## src/rtl/ram_access_ctrl_if.sv

```systemverilog
// CPU/RAM bus bundle for ram_access_ctrl: MOV/MOC request side plus byte-wide RAM port.
interface ram_access_ctrl_if #(
  parameter int unsigned ADDR_W = 9
);
  logic              mov;
  logic              rw;
  logic [1:0]        size;
  logic [ADDR_W-1:0] addr;
  logic [31:0]       data_in;
  logic [31:0]       data_out;
  logic              moc;
  logic              err;
  logic [ADDR_W-1:0] mem_addr;
  logic [7:0]        mem_wdata;
  logic [7:0]        mem_rdata;
  logic              mem_we;
  logic              mem_re;

  modport master (
    output mov, rw, size, addr, data_in, mem_rdata,
    input  data_out, moc, err, mem_addr, mem_wdata, mem_we, mem_re
  );

  modport slave (
    input  mov, rw, size, addr, data_in, mem_rdata,
    output data_out, moc, err, mem_addr, mem_wdata, mem_we, mem_re
  );
endinterface

```

## src/rtl/ram_access_ctrl.sv

```systemverilog
// Sequences one CPU memory request into 1/2/4 big-endian byte cycles on a byte-wide RAM.
// Optional macro ALIGN_CHECK_EN rejects misaligned halfword/word requests with err.
module ram_access_ctrl #(
  parameter int unsigned ADDR_W = 9
) (
  input  logic              clk,
  input  logic              reset,
  ram_access_ctrl_if.slave  bus
);

  typedef enum logic [1:0] {S_IDLE, S_XFER, S_DRAIN, S_DONE} state_t;

  state_t            r_state, w_state;
  logic [1:0]        r_k, w_k;
  logic [1:0]        r_nm1, w_nm1;
  logic              r_rw, w_rw;
  logic [ADDR_W-1:0] r_base, w_base;
  logic [31:0]       r_wdata, w_wdata;
  logic [31:0]       r_acc, w_acc;
  logic [31:0]       r_data_out, w_data_out;
  logic              r_moc, w_moc;
  logic              r_err, w_err;
  logic [ADDR_W-1:0] r_mem_addr, w_mem_addr;
  logic [7:0]        r_mem_wdata, w_mem_wdata;
  logic              r_mem_we, w_mem_we;
  logic              r_mem_re, w_mem_re;
  logic              w_bad;

  // Byte j of a 32-bit word, j=0 is the least significant byte
  function automatic logic [7:0] byte_sel(input logic [31:0] d, input logic [1:0] j);
    case (j)
      2'd0:    byte_sel = d[7:0];
      2'd1:    byte_sel = d[15:8];
      2'd2:    byte_sel = d[23:16];
      default: byte_sel = d[31:24];
    endcase
  endfunction

  function automatic logic [1:0] last_idx(input logic [1:0] sz);
    case (sz)
      2'b01:   last_idx = 2'd1;
      2'b10:   last_idx = 2'd3;
      default: last_idx = 2'd0;
    endcase
  endfunction

  // Request rejection: reserved size, plus misalignment when checking is built in
  always_comb begin
`ifdef ALIGN_CHECK_EN
    w_bad = (bus.size == 2'b11) ||
            ((bus.size == 2'b01) && bus.addr[0]) ||
            ((bus.size == 2'b10) && (bus.addr[1:0] != 2'b00));
`else
    w_bad = (bus.size == 2'b11);
`endif
  end

  always_comb begin
    w_state     = r_state;
    w_k         = r_k;
    w_nm1       = r_nm1;
    w_rw        = r_rw;
    w_base      = r_base;
    w_wdata     = r_wdata;
    w_acc       = r_acc;
    w_data_out  = r_data_out;
    w_moc       = r_moc;
    w_err       = r_err;
    w_mem_addr  = r_mem_addr;
    w_mem_wdata = r_mem_wdata;
    w_mem_we    = 1'b0;
    w_mem_re    = 1'b0;

    case (r_state)
      S_IDLE: begin
        w_moc = 1'b0;
        w_err = 1'b0;
        if (bus.mov) begin
          w_base  = bus.addr;
          w_rw    = bus.rw;
          w_wdata = bus.data_in;
          w_nm1   = last_idx(bus.size);
          w_k     = 2'd0;
          w_acc   = 32'd0;
          if (w_bad) begin
            w_state = S_DONE;
            w_moc   = 1'b1;
            w_err   = 1'b1;
          end else begin
            w_state     = S_XFER;
            w_mem_addr  = bus.addr;
            w_mem_we    = ~bus.rw;
            w_mem_re    = bus.rw;
            w_mem_wdata = byte_sel(bus.data_in, last_idx(bus.size));
          end
        end
      end

      S_XFER: begin
        // Read data lags the strobe by one cycle, so cycle 0 has nothing to capture
        if (r_rw && (r_k != 2'd0)) begin
          w_acc = {r_acc[23:0], bus.mem_rdata};
        end
        if (r_k == r_nm1) begin
          w_state = r_rw ? S_DRAIN : S_DONE;
          w_moc   = ~r_rw;
        end else begin
          w_k         = r_k + 2'd1;
          w_mem_addr  = r_base + ADDR_W'(w_k);
          w_mem_we    = ~r_rw;
          w_mem_re    = r_rw;
          w_mem_wdata = byte_sel(r_wdata, r_nm1 - w_k);
        end
      end

      S_DRAIN: begin
        w_data_out = {r_acc[23:0], bus.mem_rdata};
        w_state    = S_DONE;
        w_moc      = 1'b1;
      end

      S_DONE: begin
        if (!bus.mov) begin
          w_state = S_IDLE;
          w_moc   = 1'b0;
          w_err   = 1'b0;
        end
      end

      default: begin
        w_state = S_IDLE;
        w_moc   = 1'b0;
        w_err   = 1'b0;
      end
    endcase
  end

  always_ff @(posedge clk or negedge reset) begin
    if (!reset) begin
      r_state     <= S_IDLE;
      r_k         <= 2'd0;
      r_nm1       <= 2'd0;
      r_rw        <= 1'b0;
      r_base      <= '0;
      r_wdata     <= 32'd0;
      r_acc       <= 32'd0;
      r_data_out  <= 32'd0;
      r_moc       <= 1'b0;
      r_err       <= 1'b0;
      r_mem_addr  <= '0;
      r_mem_wdata <= 8'd0;
      r_mem_we    <= 1'b0;
      r_mem_re    <= 1'b0;
    end else begin
      r_state     <= w_state;
      r_k         <= w_k;
      r_nm1       <= w_nm1;
      r_rw        <= w_rw;
      r_base      <= w_base;
      r_wdata     <= w_wdata;
      r_acc       <= w_acc;
      r_data_out  <= w_data_out;
      r_moc       <= w_moc;
      r_err       <= w_err;
      r_mem_addr  <= w_mem_addr;
      r_mem_wdata <= w_mem_wdata;
      r_mem_we    <= w_mem_we;
      r_mem_re    <= w_mem_re;
    end
  end

  assign bus.data_out  = r_data_out;
  assign bus.moc       = r_moc;
  assign bus.err       = r_err;
  assign bus.mem_addr  = r_mem_addr;
  assign bus.mem_wdata = r_mem_wdata;
  assign bus.mem_we    = r_mem_we;
  assign bus.mem_re    = r_mem_re;

endmodule

```

## src/flat_wrapper.sv

```systemverilog
// flat-port wrapper written by rule: the top's interface ports become plain ports
module ram_access_ctrl_flat 
#(
  parameter int unsigned ADDR_W = 9
)
  (clk, reset, bus_mov, bus_rw, bus_size, bus_addr, bus_data_in, bus_mem_rdata, bus_data_out, bus_moc, bus_err, bus_mem_addr, bus_mem_wdata, bus_mem_we, bus_mem_re);
  ram_access_ctrl_if #(.ADDR_W(ADDR_W)) bus_i ();
  input  logic clk;
  input  logic reset;
  input wire logic [$bits(bus_i.mov)-1:0] bus_mov;
  input wire logic [$bits(bus_i.rw)-1:0] bus_rw;
  input wire logic [$bits(bus_i.size)-1:0] bus_size;
  input wire logic [$bits(bus_i.addr)-1:0] bus_addr;
  input wire logic [$bits(bus_i.data_in)-1:0] bus_data_in;
  input wire logic [$bits(bus_i.mem_rdata)-1:0] bus_mem_rdata;
  output wire logic [$bits(bus_i.data_out)-1:0] bus_data_out;
  output wire logic [$bits(bus_i.moc)-1:0] bus_moc;
  output wire logic [$bits(bus_i.err)-1:0] bus_err;
  output wire logic [$bits(bus_i.mem_addr)-1:0] bus_mem_addr;
  output wire logic [$bits(bus_i.mem_wdata)-1:0] bus_mem_wdata;
  output wire logic [$bits(bus_i.mem_we)-1:0] bus_mem_we;
  output wire logic [$bits(bus_i.mem_re)-1:0] bus_mem_re;
  assign bus_i.mov = bus_mov;
  assign bus_i.rw = bus_rw;
  assign bus_i.size = bus_size;
  assign bus_i.addr = bus_addr;
  assign bus_i.data_in = bus_data_in;
  assign bus_i.mem_rdata = bus_mem_rdata;
  assign bus_data_out = bus_i.data_out;
  assign bus_moc = bus_i.moc;
  assign bus_err = bus_i.err;
  assign bus_mem_addr = bus_i.mem_addr;
  assign bus_mem_wdata = bus_i.mem_wdata;
  assign bus_mem_we = bus_i.mem_we;
  assign bus_mem_re = bus_i.mem_re;
  ram_access_ctrl #(.ADDR_W(ADDR_W)) u_core (.clk(clk), .reset(reset), .bus(bus_i));
endmodule
```

## config.mk

```make
export PLATFORM = sky130hd
export DESIGN_NAME = ram_access_ctrl_flat
export DESIGN_NICKNAME = d
export VERILOG_FILES = /design/src/rtl/ram_access_ctrl_if.sv /design/src/rtl/ram_access_ctrl.sv /design/src/flat_wrapper.sv
export SDC_FILE = /design/constraint.sdc
export NUM_CORES = 1
export LEC_CHECK = 0
export BUFFER_PORTS_ARGS = -buffer_cell sky130_fd_sc_hd__buf_4
export CAP_MARGIN = 5
export CORE_MARGIN = 2
export CORE_UTILIZATION = 40
export DETAILED_ROUTE_END_ITERATION = 12
export HOLD_SLACK_MARGIN = 0.05
export SKIP_LAST_GASP = 1
export SLEW_MARGIN = 30
export SYNTH_ARGS = -nofsm -noshare
export SYNTH_HDL_FRONTEND = slang
export SYNTH_SLANG_ARGS = --single-unit
export TNS_END_PERCENT = 50
```

## constraint.sdc

```tcl
create_clock -name clk -period 3 [get_ports clk]
set_clock_uncertainty 0.2 [all_clocks]
set_input_delay 0.15 -clock clk [delete_from_list [all_inputs] [get_ports clk]]
set_output_delay 0.15 -clock clk [all_outputs]
set_load 0.02 [all_outputs]
```

==> results of run 1 <==
[cells in the final DEF (no fill, tap or decap), types with 5 or more instances in the layout]
cell             n
ha_1            11
a21o_1           9
dlygate4sd3_1   52
clkbuf_16       17
mux2i_1         10
a221oi_1         7
nand2_1         86
dfrtp_1        125
inv_1           14
buf_4          119
a31oi_1          5
xnor2_1          7
o21ai_1         48
mux2_1          67
nor2_1          20
a21oi_1         19
nor3_1          15
nand3_1          5
clkinvlp_4       6
[path summary, 6_finish.rpt]
path                                      endpoint  depth (start not counted)
max                        u_core.bus.mem_wdata[6]                          8
min                        u_core.bus.data_out[30]                          2
max reg2reg                u_core.bus.mem_wdata[6]                          8
min reg2reg                u_core.bus.data_out[30]                          1
max in group asynchronous   u_core.bus.mem_addr[8]                          3
min in group clk                   u_core.r_nm1[0]                          3
[per-layer routing]
| metal | part of all wire | up-vias | wire, um | track usage |
|---|---|---|---|---|
| met4 | 0.017 | 0 | 240 | 0.0869 |
| met5 | 0 | - | 0 | 0 |
| met2 | 0.48 | 151 | 6770 | 0.290 |
| li1 | - | 2250 | - | - |
| met1 | 0.45 | 2260 | 6390 | 0.243 |
| met3 | 0.057 | 20 | 806 | 0.0488 |
[report_power, final]
part           internal [mW]  switching, mW  total (mW)
clock                   1.16          0.763        1.92
sequential              2.34          0.472        2.81
combinational           1.70           2.21        3.91
[synth_stat cells (all sizes together), types with 2 or more instances]
cell,n,share of area
dfrtp,125,0.53
nand2,87,0.055
mux2,69,0.13
o21ai,50,0.042
clkbuf,27,0.017
nor2,20,0.013
a21oi,19,0.016
inv,16,0.010
nor3,15,0.013
ha,12,0.025
mux2i,10,0.017
a21o,9,0.011
buf,8,0.0066
a221oi,7,0.010
xnor2,7,0.010
a31oi,5,0.0053
nand3,5,0.0042
nor3b,4,0.0051
nor4,4,0.0042
o22ai,4,0.0042
a311oi,3,0.0045
and3,3,0.0032
nor2b,3,0.0032
or3,3,0.0032
xor2,3,0.0057
a211o,2,0.0030
a221o,2,0.0034
and2,2,0.0021
nand4,2,0.0021
nor4b,2,0.0030
o211ai,2,0.0025
o221ai,2,0.0030
[kinds of logic (layout without fill, tap and decap cells)]
family	Yosys count	count (layout)
xor+xnor	11	11
mux	80	80
buf+inv	51	219
flops	125	125
compound gates	115	115
simple gates	152	152
fa+ha+maj	13	13
[state kept, by name (all words and copies together) (netlist names)]
signal                cells
u_core.bus.mem_we         1
u_core.r_k                2
u_core.r_base             9
u_core.bus.err            1
u_core.bus.mem_re         1
u_core.r_nm1              2
u_core.bus.mem_addr       9
u_core.bus.moc            1
u_core.bus.mem_wdata      8
u_core.bus.data_out      32
u_core.r_acc             24
u_core.r_state            2
u_core.r_rw               1
u_core.r_wdata           32
[layout make-up]
class                           instances  share of cell area
Inverter                               16             0.00752
Multi-Input combinational cell        371               0.322
Clock inverter                         12              0.0147
Clock buffer                           19              0.0554
Sequential cell                       125               0.392
Tap cell                              184              0.0288
Timing Repair Buffer                  172               0.179
[what timing repair did]
item	4_1_cts	5_1_grt
hold endpoints to repair	131	0
hold buffers	52	0
gates resized for setup	0	0
==> summary.md, run 1 <==
| Metric | Value |
|---|---|
| FFs w/ async S/R, synth | `1.00` |
| # H-tree levels | `4` |
| Worst setup path class | `flop to flop` |
| Max stage delay cell, worst path | `ha_1` |
| Fin nets | `between 700 and 800` |
| Sink Count | `125` |
| Top_reg_cell synth | `dfrtp_1` |
| Setup bufs post-CTS | `0` |
| Max Clock Freq | `392 MHz` |
| Core Area | `around 14000 sq um` |
| Rows | `44` |
| Hold Crit Class | `input port to async pin` |
| Vias in the first global route | `between 4000 and 5000` |
| Multi-input logic area | `approximately 2600 sq um` |
| Routed wire length per instance | `approximately 16 um` |
| Final hold vios | `0` |
| Relative slew slack | `0.512` |
| Launch point of the worst path | `u_core.r_k[0]` |
| Worst Tran Pin Value | `between 0.7 and 0.8 ns` |
| Largest family of logic cells by synthesized area | `multiplexers` |
| Yosys warns | `0` |
| Status | `complete, no violations` |
| Input/output buffers | `107` |
| MaxCap Viol Count | `0` |
| Crit path arrival time | `2.68 ns` |
| Clock buffer depth | `2` |
| CTS root buffer | `clkbuf_16` |
| CP max stage delay | `approximately 0.50 ns` |
| Startpoint types | `flop` |
| Clk slew on worst S/H paths | `0.06 ns` |
| Vias/cell | `around 5.2` |
| Power per cell area | `1080 nW/um^2` |
| Compound-Gate Fraction of Synth Area | `0.121` |
| HPWL after detailed placement | `9630 um` |
| First-pass GRT wire length | `23500 um` |
| Post-synthesis net count | `615` |
| Mapped cell area | `between 5000 and 6000 sq um` |
| Via Count | `4681` |
| Number of unique standard cell types used by synthesis | `53` |
| Delay-heaviest family, CP | `buffers and inverters` |
| Die area | `15700 sq um` |
| CTS tree | `built` |
| CTS buffer count | `17` |
| Post-route setup TNS | `0 ns` |
| Fill cells | `1273` |
| Initial antenna violation count | `0` |
| FF+latch count, synth | `125` |
| Fin area | `7990 sq um` |
| Post-Synth Adder-Cell Area | `0.0288` |
| Average size of a mapped cell | `approximately 11 sq um` |
| Clk_lat worst skew | `0.42 ns` |
| Antenna viol nets, final | `0` |
| EDFF count, synth | `0` |
| Worst Hold Slack | `approximately 0.13 ns` |
| Initial drt markers | `274` |
| Starting density of the core | `0.407` |
| Crit path capture type | `flop` |
| Router iterations before antenna repair | `5` |
| Max-slew violations | `0` |
| Reg2reg start | `u_core.r_k[0]` |
| Unrepaired setup endpoints after global routing | `no` |
| DRC Markers | `0` |
| Area grow syn2layout | `35.4%` |
| Chip width | `around 130 um` |
| Data required time of the worst path | `3.13 ns` |
| Reg area | `3130 sq um` |
| Min Tclk post-route | `about 2.6 ns` |
| Overall Global Routing Usage | `0.186` |
| Pin count of the biggest net entering global routing | `54` |
| I/O pin count | `108` |
| Synth Area in XOR/XNOR | `0.0201` |
| WL final | `14200 um` |
| Congestion Overflow GR | `0` |
| Final Cycle Share | `0.850` |
| Leak | `around 3.7 nW` |
| Diode count | `0` |
| Die H | `roughly 130 um` |
| Fraction of synthesized area in multiplexers | `0.152` |
| Worst path cell trace | `inv_1, ha_1, inv_2, and2_1, a211oi_1, buf_4, nor2_1, a31oi_1` |
| Maximum vdd drop | `0.000491 V` |
| Synth Instances | `547` |
| Placed Instances | `816` |
| Max Fanout on Critical Path | `10` |
| Seq/Total Area, Yosys | `0.530` |
| Final Util | `0.552` |
| R2r setup slk | `0.45 ns` |
| Finished Layout Cells | `899` |
| Layout cells sized above 1 | `0.224` |
| Dpl ws | `approximately 0.46 ns` |
| DP Area | `6910 sq um` |
| Overall power | `between 8 and 9 mW` |
| Synth Area in Simple Gates | `0.113` |
| # setup viols final | `0` |
| Setup ws final | `approximately 0.45 ns` |
| Routability Congestion | `approximately 0.81` |
| CP Buf/Inv Count | `3` |
Note: power is estimated with default switching activity, not from simulation.
==> run 2: changes to the inputs <==
- CTS_BUF_LIST: default -> sky130_fd_sc_hd__clkbuf_16
- PLACE_DENSITY: default -> 0.58
==> summary.md, run 2 (synthesis gave the netlist of run 1 again) <==
| Metric | Value |
|---|---|
| Status | `complete, no violations (unchanged)` |
| Overall power | `8.53 mW (was 8.65 mW)` |
| Crit path capture type | `flop (unchanged)` |
| First-pass GRT wire length | `23800 um (was 23500 um)` |
| Clk slew on worst S/H paths | `0.05 ns (was 0.06 ns)` |
| Starting density of the core | `0.407 (unchanged)` |
| Max-slew violations | `0 (unchanged)` |
| I/O pin count | `108 (unchanged)` |
| # H-tree levels | `4 (unchanged)` |
| Worst setup path class | `flop to flop (unchanged)` |
| Chip width | `125 um (unchanged)` |
| Rows | `44 (unchanged)` |
| Combinational cell fraction of total power | `0.458 (was 0.452)` |
| Vias in the first global route | `4726 (was 4764)` |
| CTS root buffer | `clkbuf_16 (unchanged)` |
| Post-CTS resize count | `0 (unchanged)` |
| Die H | `125 um (unchanged)` |
| Leak | `3.71 nW (about the same)` |
| Initial drt markers | `228 (was 274)` |
| Relative slew slack | `0.501 (was 0.512)` |
| HPWL after detailed placement | `9810 um (was 9630 um)` |
| Via Count | `4611 (was 4681)` |
| Diode count | `0 (unchanged)` |
| Placed Instances | `814 (was 816)` |
| Crit path arrival time | `2.59 ns (was 2.68 ns)` |
| Post-route setup TNS | `0 ns (unchanged)` |
| Fill cells | `1287 (was 1273)` |
| Router iterations before antenna repair | `5 (unchanged)` |
| Sink Count | `125 (unchanged)` |
| Clock buffer depth | `2 (unchanged)` |
| CTS tree | `built (unchanged)` |
| DRC Markers | `0 (unchanged)` |
| Unrepaired setup endpoints after global routing | `no (unchanged)` |
| WL final | `14300 um (was 14200 um)` |
| Pin count of the biggest net entering global routing | `50 (was 54)` |
| Core Area | `14500 sq um (unchanged)` |
| Max Fanout on Critical Path | `7 (was 10)` |
| Vias/cell | `5.15 (was 5.21)` |
| Congestion Overflow GR | `0 (unchanged)` |
| CTS buffer count | `17 (unchanged)` |
| Pint | `5.12 mW (was 5.20 mW)` |
| Hold Crit Class | `input port to async pin (unchanged)` |
| Max Clock Freq | `402 MHz (was 392 MHz)` |
| Reg2reg start | `u_core.r_k[0] (unchanged)` |
| Reg power frac | `0.329 (was 0.325)` |
| Sw frac | `0.400 (was 0.398)` |
| Initial antenna violation count | `0 (unchanged)` |
| Worst Tran Pin Value | `0.743 ns (was 0.732 ns)` |
| Routed wire length per instance | `15.9 um (was 15.8 um)` |
| Final hold vios | `0 (unchanged)` |
| Clk pwr share | `0.212 (was 0.222)` |
| Layout cells sized above 1 | `0.213 (was 0.224)` |
| NetSw | `3.41 mW (was 3.45 mW)` |
| Overall Global Routing Usage | `0.190 (was 0.186)` |
| Routability Congestion | `0.797 (was 0.814)` |
| Finished Layout Cells | `896 (was 899)` |
| Die area | `15700 sq um (unchanged)` |
| Clk_lat worst skew | `0.42 ns (about the same)` |
| Input/output buffers | `107 (unchanged)` |
| Setup bufs post-CTS | `0 (unchanged)` |
| Maximum vdd drop | `0.000516 V (was 0.000491 V)` |
| Data required time of the worst path | `3.10 ns (was 3.13 ns)` |
| Fin nets | `769 (was 771)` |
| Most common cell after layout, fill and taps aside | `dfrtp_1 (unchanged)` |
| Hold_buf cts | `52 (unchanged)` |
| Antenna viol nets, final | `0 (unchanged)` |
| Power per cell area | `1080 nW/um^2 (about the same)` |
| # setup viols final | `0 (unchanged)` |
| MaxCap Viol Count | `0 (unchanged)` |
| Area grow syn2layout | `34.2% (was 35.4%)` |
| Commonest non-fill, non-tap cells in the layout | `125 x dfrtp_1, 118 x buf_4, 86 x nand2_1 (was 125 x dfrtp_1, 119 x buf_4, 86 x nand2_1)` |
| Worst Hold Slack | `0.102 ns (was 0.126 ns)` |
| Min Tclk post-route | `2.49 ns (was 2.55 ns)` |
| Startpoint types | `flop (unchanged)` |
| Final Cycle Share | `0.829 (was 0.850)` |
| Launch point of the worst path | `u_core.r_k[0] (unchanged)` |
[run 2: power groups by stage]
stage          clock network [mW]  logic, mW  registers (mW)
6_report                     1.81       3.91            2.81
5_1_grt                      1.95       4.31            2.90
4_1_cts                      1.86       3.95            2.81
3_5_place_dp                    0       3.88            2.83
3_3_place_gp                    0       3.77            2.81
2_1_floorplan                   0       2.48            3.00
[run 2: critical path: stages, from the launching register on]
cell	delay [ns]
dfrtp_1	0.40
inv_1	0.12
ha_1	0.33
xnor3_2	0.56
mux4_2	0.53
a21oi_1	0.15
a21oi_1	0.08
[run 2: final timing paths]
check | endpoint | slack [ns] | cells after the start
setup / recovery | u_core.bus.mem_wdata[1] | 0.51 | 6
hold / removal | u_core.bus.data_out[29] | 0.10 | 2
setup reg to reg | u_core.bus.mem_wdata[1] | 0.51 | 6
hold reg to reg | u_core.r_acc[23] | 0.28 | 2
max in group asynchronous | u_core.r_wdata[16] | 1.67 | 3
min in group clk | u_core.bus.mem_we | 0.15 | 3
[run 2: layout make-up]
| class | instances | area [sq um] | share of cell area |
|---|---|---|---|
| sequential | 125 | 3130 | 0.395 |
| multi-input combinational | 371 | 2580 | 0.325 |
| timing repair buffer | 170 | 1410 | 0.178 |
| clock buffer | 17 | 425 | 0.0537 |
| tap | 184 | 230 | 0.0291 |
| clock inverter | 13 | 88.8 | 0.0112 |
| inverter | 16 | 60.1 | 0.00759 |
[run 2: metrics by stage]
step                      area (sq um)  setup slack [ns]  utilization
after floorplan                   5900             0.582            -
after global placement            6880             0.586        0.475
after detailed placement          6880             0.522        0.475
final                             7920             0.512        0.547
after global routing              7920             0.249        0.547
after CTS                         7920             0.510        0.547
[run 2: metal layers]
layer	vias up	track usage	routed length (um)
met3	11	0.0479	554
met5	-	0	0
met1	2244	0.239	6580
li1	2243	-	-
met2	113	0.320	7020
met4	0	0.0654	127
==> run 3: changes to the inputs <==
- PLACE_DENSITY: 0.58 -> 0.6
- clock period: 3 -> 2 ns (I/O delays scaled with it)
==> summary.md, run 3 (synthesis gave the netlist of run 1 again) <==
| Metric | Value |
|---|---|
| Chip width | `125 um (unchanged)` |
| Input/output buffers | `107 (unchanged)` |
| Core Area | `14500 sq um (unchanged)` |
| Power per cell area | `1740 nW/um^2 (was 1080 nW/um^2)` |
| Fin area | `8660 sq um (was 7920 sq um)` |
| Die H | `125 um (unchanged)` |
| Diode count | `0 (unchanged)` |
| # H-tree levels | `4 (unchanged)` |
| Clock buffer depth | `2 (unchanged)` |
| Crit path arrival time | `2.21 ns (was 2.59 ns)` |
| Most common cell after layout, fill and taps aside | `buf_4 (was dfrtp_1)` |
| Worst Tran Pin Value | `0.567 ns (was 0.743 ns)` |
| Max-slew violations | `0 (unchanged)` |
| Initial drt markers | `276 (was 228)` |
| CTS root buffer | `clkbuf_16 (unchanged)` |
| Crit path capture type | `flop (unchanged)` |
| Status | `complete, but fails checks (was complete, no violations)` |
| Finished Layout Cells | `945 (was 896)` |
| WL final | `15400 um (was 14300 um)` |
| Worst setup path class | `flop to flop (unchanged)` |
| Vias in the first global route | `5108 (was 4726)` |
| Area grow syn2layout | `46.9% (was 34.2%)` |
| DP Area | `7280 sq um (was 6880 sq um)` |
| Hold Crit Class | `input port to flop (was input port to async pin)` |
| I/O pin count | `108 (unchanged)` |
| Commonest non-fill, non-tap cells in the layout | `149 x buf_4, 124 x dfrtp_1, 85 x nand2_1 (was 125 x dfrtp_1, 118 x buf_4, 86 x nand2_1)` |
| Max Clock Freq | `477 MHz (was 402 MHz)` |
| Sink Count | `125 (unchanged)` |
| Starting density of the core | `0.407 (unchanged)` |
| Rows | `44 (unchanged)` |
| Unrepaired setup endpoints after global routing | `yes (was no)` |
| Antenna viol nets, final | `0 (unchanged)` |
| Via Count | `4875 (was 4611)` |
| Fin nets | `816 (was 769)` |
| Final hold vios | `0 (unchanged)` |
| Failing checks | `setup timing` |
| Routed wire length per instance | `16.3 um (was 15.9 um)` |
| Vias/cell | `5.16 (was 5.15)` |
| CTS tree | `built (unchanged)` |
| DRC Markers | `0 (unchanged)` |
| Routability Congestion | `0.817 (was 0.797)` |
| Data required time of the worst path | `2.11 ns (was 3.10 ns)` |
| Maximum vdd drop | `0.000754 V (was 0.000516 V)` |
| Clk slew on worst S/H paths | `0.06 ns (was 0.05 ns)` |
| Leak | `4.03 nW (was 3.71 nW)` |
| Initial antenna violation count | `0 (unchanged)` |
| Router iterations before antenna repair | `5 (unchanged)` |
| HPWL after detailed placement | `10300 um (was 9810 um)` |
| Relative slew slack | `0.622 (was 0.501)` |
| First-pass GRT wire length | `25400 um (was 23800 um)` |
| MaxCap Viol Count | `0 (unchanged)` |
| Overall Global Routing Usage | `0.202 (was 0.190)` |
| Clk_lat worst skew | `0.43 ns (was 0.42 ns)` |
| Layout cells sized above 1 | `0.302 (was 0.213)` |
| CTS buffer count | `17 (unchanged)` |
| Placed Instances | `850 (was 814)` |
| Pin count of the biggest net entering global routing | `49 (was 50)` |
| Die area | `15700 sq um (unchanged)` |
| Final Cycle Share | `1.05 (was 0.829)` |
| Min Tclk post-route | `2.10 ns (was 2.49 ns)` |
| Congestion Overflow GR | `0 (unchanged)` |
| Startpoint types | `flop (unchanged)` |
| # setup viols final | `9 (was 0)` |
| Setup ws final | `-0.0959 ns (was 0.512 ns)` |
| Max Fanout on Critical Path | `5 (was 7)` |
==> run 3: changes by cell type in the layout (fill, tap and decap cells not counted), sizes merged <==
cell         delta
clkinvlp        +1
a221o           +1
dlygate4sd3     +1
bufinv          +2
inv             +1
clkinv          -2
clkbuf          +1
buf            +44
==> run 3: final cells by class <==
class                           count  area [sq um]
Timing Repair Buffer              216          1890
Clock inverter                     15           186
Sequential cell                   125          3130
Fill cell                        1214          5820
Multi-Input combinational cell    372          2740
Inverter                           16          60.1
Tap cell                          184           230
Clock buffer                       17           425
==> run 3: where the power goes <==
part	total (mW)	internal [mW]	switching, mW
logic	7.64	3.77	3.87
registers	4.23	3.51	0.721
clock network	3.20	1.98	1.22
total	15.1	9.26	5.81
==> run 3: stage by stage <==
stage          setup TNS, ns  utilization  total power [mW]  hold slack [ns]  worst slack (ns)
3_3_place_gp          -0.163        0.503              10.8          -0.0713           -0.0514
6_report              -0.376        0.598              15.1           0.0969           -0.0959
3_5_place_dp           -1.03        0.503              11.0          -0.0623            -0.139
4_1_cts               -0.483        0.584              14.5           0.0669            -0.110
2_1_floorplan          -3.94            -              8.36           -0.396            -0.175
5_1_grt                -2.10        0.598              16.1            0.105            -0.195
==> run 3: timing repair <==
item                                   in CTS  in global routing
resized for setup                           7                 28
gates cloned                                1                  3
hold buffers                               53                  0
setup endpoints to repair                  18                 45
endpoints found under the hold margin     208                  0
setup buffers                               2                  4
pin swaps                                   3                 10
==> run 3: path summary, 6_finish.rpt <==
| check | start | end | slack (ns) | cells past startpoint |
|---|---|---|---|---|
| max | u_core.r_k[0] | u_core.bus.mem_wdata[7] | -0.1 | 7 |
| max reg2reg | u_core.r_k[0] | u_core.bus.mem_wdata[7] | -0.1 | 7 |
| min reg2reg | u_core.r_acc[16] | u_core.r_acc[16] | 0.28 | 2 |
| min | bus_size[0] | u_core.bus.mem_we | 0.1 | 4 |
| max in group asynchronous | reset | u_core.bus.mem_addr[8] | 0.41 | 4 |
| min in group asynchronous | reset | u_core.bus.data_out[31] | 0.55 | 3 |
==> run 3: layer usage <==
layer | GRT usage | wire [um] | vias to the layer above
met5 | 0 | 0 | -
met4 | 0.0784 | 249 | 0
met3 | 0.0492 | 627 | 26
met2 | 0.343 | 7840 | 120
met1 | 0.250 | 6670 | 2394
li1 | - | - | 2335
==> run 3: critical path: stages (launching register included) <==
cell	delay [ns]
dfrtp_1	0.38
inv_2	0.11
ha_4	0.17
xnor3_2	0.45
buf_6	0.16
mux2i_2	0.17
o221ai_1	0.16
o21bai_1	0.18
